==> config.mk <==
export PLATFORM = sky130hd
export DESIGN_NAME = gate_chk_settle_cnt
export DESIGN_NICKNAME = d
export VERILOG_FILES = /design/src/rtl/gate_chk_pkg.sv /design/src/rtl/gate_chk_settle_cnt.sv
export SDC_FILE = /design/constraint.sdc
export NUM_CORES = 1
export LEC_CHECK = 0
export ABC_CLOCK_PERIOD_IN_PS = 1900
export CAP_MARGIN = 20
export CELL_PAD_IN_SITES_DETAIL_PLACEMENT = 1
export CELL_PAD_IN_SITES_GLOBAL_PLACEMENT = 1
export CORE_AREA = 2 2 39 41
export CTS_CLUSTER_SIZE = 8
export DETAILED_ROUTE_END_ITERATION = 10
export DIE_AREA = 0 0 41 43
export GPL_TIMING_DRIVEN = 0
export PLACE_DENSITY = 0.36
export SLEW_MARGIN = 40
export SYNTH_ARGS = -nofsm -noshare
export SYNTH_HDL_FRONTEND = slang
export SYNTH_SLANG_ARGS = --single-unit
==> constraint.sdc <==
create_clock -name clk -period 1.9 [get_ports clk]
set_clock_uncertainty 0.05 [all_clocks]
set_input_delay 0.38 -clock clk [delete_from_list [all_inputs] [get_ports clk]]
set_output_delay 0.38 -clock clk [all_outputs]
set_load 0.01 [all_outputs]
==> src/rtl/gate_chk_pkg.sv <==
// rtl/gate_chk_pkg.sv - shared types and constants for the gate vector checker
//
// Purpose: sweep-controller state encoding, settle-counter width and the
//          standard 2-input truth tables (bit i = expected y for vector i,
//          with vector bit 0 on input a and bit 1 on input b).
// Ports:   none (package).
package gate_chk_pkg;

   localparam int SETTLE_W = 4;

   typedef enum logic [1:0] {
      IDLE  = 2'd0,
      DRIVE = 2'd1,
      DONE  = 2'd2
   } state_e;

   localparam logic [3:0] TT_AND  = 4'b1000;
   localparam logic [3:0] TT_NAND = 4'b0111;
   localparam logic [3:0] TT_OR   = 4'b1110;
   localparam logic [3:0] TT_NOR  = 4'b0001;
   localparam logic [3:0] TT_XOR  = 4'b0110;
   localparam logic [3:0] TT_XNOR = 4'b1001;

endpackage

==> src/rtl/gate_chk_settle_cnt.sv <==
// rtl/gate_chk_settle_cnt.sv - settle-time counter for the gate vector checker
//
// Purpose: 4-bit up-counter that measures how long the current vector has
//          been held; terminal marks the cycle on which dut_y is sampled.
// Ports:   clk        - clock, rising edge
//          rst        - synchronous active-high reset
//          clr_i      - clear the count to 0 (wins over en_i)
//          en_i       - count up by one
//          terminal_o - count equals SETTLE
module gate_chk_settle_cnt
   import gate_chk_pkg::*;
#(
   parameter logic [SETTLE_W-1:0] SETTLE = 4'd2
) (
   input  logic clk,
   input  logic rst,
   input  logic clr_i,
   input  logic en_i,
   output logic terminal_o
);

   logic [SETTLE_W-1:0] count_q;
   logic [SETTLE_W-1:0] count_d;

   // The controller clears on terminal, so the count never passes SETTLE
   // and cannot wrap.
   always_comb begin
      count_d = count_q;
      if (clr_i) begin
         count_d = '0;
      end else if (en_i) begin
         count_d = count_q + 1'b1;
      end
   end

   always_ff @(posedge clk) begin
      if (rst) begin
         count_q <= '0;
      end else begin
         count_q <= count_d;
      end
   end

   assign terminal_o = (count_q == SETTLE);

endmodule

==> results.py <==
metrics = {
    "timing": {
        "worst_slack_ps": 200,
        "relSlewSlack_pct": 84.1,
        "fin_crit_ps": 1700,
        "rsz0062_at_grt": "false",
        "fmax_mhz": 588,
        "tightestPinTransition_ps": 238,
        "finalSetupViolCount": 0,
        "fin_crit_sh_pct": 89.5,
        "finalMaxSlewViolations": 0,
        "tns_ps": 0,
        "holdWs_ps": 494,
        "hold_violations": 0,
    },
    "worst_setup_path": {
        "crit_arrival_ps": 1270,
        "start_kind": "flop",
        "crit-reg2reg-launch": "count_q[0]",
        "critPathRequiredTime_ps": 1470,
        "end_kind": "output port",
        "startpoint": "count_q[0]",
        "path_class": "reg -> out",
        "worstPathMaxFanout": 4,
    },
    "clock_network": {
        "cts_buffers": 3,
        "clk_latency_ps": 230,
        "cts_tree": "yes",
        "cts_num_sinks": 4,
        "htree_num_levels": 1,
        "ctsHoldBuffers": 0,
        "ctsResizeCount": 1,
        "cts_root_buf": "clkbuf_4",
        "cts_buffer_depth": 2,
        "path_clk_slew_ps": 30,
        "post_cts_buffers": 0,
    },
    "drt": {
        "dr.pass1.iters": 2,
        "routed_wirelength_um": 421,
        "wirelength_met1_um": 165,
        "topRoutingLayerUsed": "met3",
        "dr.first_iter.drc_count": 5,
        "viasPerCell": 4.00,
        "drc": 0,
        "routed-via-count": 172,
        "wl_met3_um": 21,
        "ant_nets": 0,
        "wl_per_cell_um": 9.79,
        "wl_met2_um": 234,
    },
    "yosys": {
        "synth_top_area_cell": "dfxtp_1",
        "synth_nets": 26,
        "yosys_warnings": 0,
        "syn_area_per_cell_um2": 9.95,
        "synth_area_leaders": "dfxtp_1, ha_1, nor3b_1, mux2_1, a21bo_2",
        "synth_top_cell_area_share_pct": 40.3,
        "syn_area_um2": 199,
        "ys_seq_elements": 4,
        "ys_seq_area_share_pct": 40.3,
        "synth_cell_types": 14,
        "synthCells": 20,
    },
    "status": {
        "outcome": "completed",
    },
    "die": {
        "coreArea_mm2": 0.00138,
        "rows": 14,
        "die_h_um": 43,
        "ioPinCount": 5,
        "die_w_um": 41,
        "dieArea_mm2": 0.00176,
        "initial_utilization_pct": 14.4,
    },
    "worst_hold_path": {
        "holdCritPathClass": "reg -> reg",
        "hp-start": "count_q[1]",
    },
    "global_routing": {
        "antenna_found_initial": 0,
        "grt_max_degree": 7,
        "gr-usage-all-layers_pct": 6.72,
        "grt_pass1_vias": 180,
        "grt_overflow": 0,
        "grt_pass1_wl_um": 703,
    },
    "finish": {
        "fill_cells": 163,
        "fin_area_um2": 280,
        "instances_no_fill": 43,
        "nets": 35,
        "largest_register_ffs": 4,
        "top_register": "count_q",
        "largestRegisters": "count_q x4",
        "diodes": 0,
        "drive_above_1_share_pct": 14.8,
        "area_delta_synth_final_pct": 40.9,
    },
    "power": {
        "power_density_mw_per_mm2": 749,
        "max-vdd-ir-drop_v": 0.000235,
        "leakagePower_uw": 0.000110,
    },
    "place": {
        "place_worst_setup_slack_ps": 172,
        "gp_congestion": 0.619,
        "place_area_um2": 259,
        "port_buffers": 4,
        "place_inst": 40,
    },
    "job": {
        "maxCapViolations": 0,
    },
}
synthesized netlist by cell type (all sizes together):
library cell  number
a211oi             1
inv                1
nor3               1
dfxtp              4
nand3b             1
nand4              1
a21oi              1
ha                 2
nor2               2
or2                1
mux2               1
a21bo              1
xnor2              1
nor3b              2
worst paths after layout:
kind                                   end  slack (ps)  cells after the start
worst max-delay path            terminal_o         200                      4
worst min-delay path            count_q[1]         490                      2
worst max register to register  count_q[1]         780                      3
worst min register to register  count_q[1]         490                      2
report_power, final:
| part | internal [uW] | leakage [uW] | total [uW] | switching (uW) |
|---|---|---|---|---|
| registers | 86.5 | 0.0000325 | 88.7 | 2.15 |
| clock network | 70.4 | 0.0000138 | 102 | 31.6 |
| logic | 10.8 | 0.0000634 | 19.2 | 8.38 |
| total | 168 | 0.000110 | 210 | 42.2 |
cells in the final DEF, fill, tap and decap left out:
master,n
dlygate4sd2_1,1
nor3b_1,2
dfxtp_1,4
ha_1,2
nor2_1,2
clkdlybuf4s50_1,3
nor3_1,1
a21oi_1,1
a21bo_2,1
nand4_1,1
nand3b_1,1
inv_1,1
clkbuf_4,3
xnor2_1,1
a211oi_1,1
or2_1,1
mux2_1,1
cell families (layout without fill, tap and decap cells):
| logic type | after synthesis | in the layout | share of synthesized area [%] |
|---|---|---|---|
| simple gates | 8 | 8 | 23.9 |
| flops | 4 | 4 | 40.3 |
| compound gates | 3 | 3 | 11.3 |
| fa+ha+maj | 2 | 2 | 12.6 |
| xor+xnor | 1 | 1 | 4.40 |
| mux | 1 | 1 | 5.66 |
| buf+inv | 1 | 8 | 1.88 |
worst max-delay path: stages (launching register included):
cell and delay (ps):
dfxtp_1 370, inv_1 60, ha_1 190, nor3b_1 130, dlygate4sd2_1 280
layer usage:
metal  global-route usage, %  vias up
met4                    6.00        0
met5                       0        -
met1                    6.41       82
met3                    4.71        0
li1                        -       87
met2                    9.06        3
metrics by stage:
step / total power [uW] / util, %
detailed placement: 110 / 18.7
finish: 210 / 20.3
global placement: 109 / 18.7
CTS: 218 / 20.3
floorplan: 97.3 / -
global route: 229 / 20.3
area by class of cell:
cell class / count / area [um2] / area share (%)
Multi-Input combinational cell: 15 / 115 / 41.1
Inverter: 1 / 3.75 / 1.34
Tap cell: 16 / 20.0 / 7.14
Sequential cell: 4 / 80.1 / 28.6
Clock buffer: 3 / 22.5 / 8.04
Timing Repair Buffer: 4 / 38.8 / 13.8
Power figures use the tool's default switching activity.
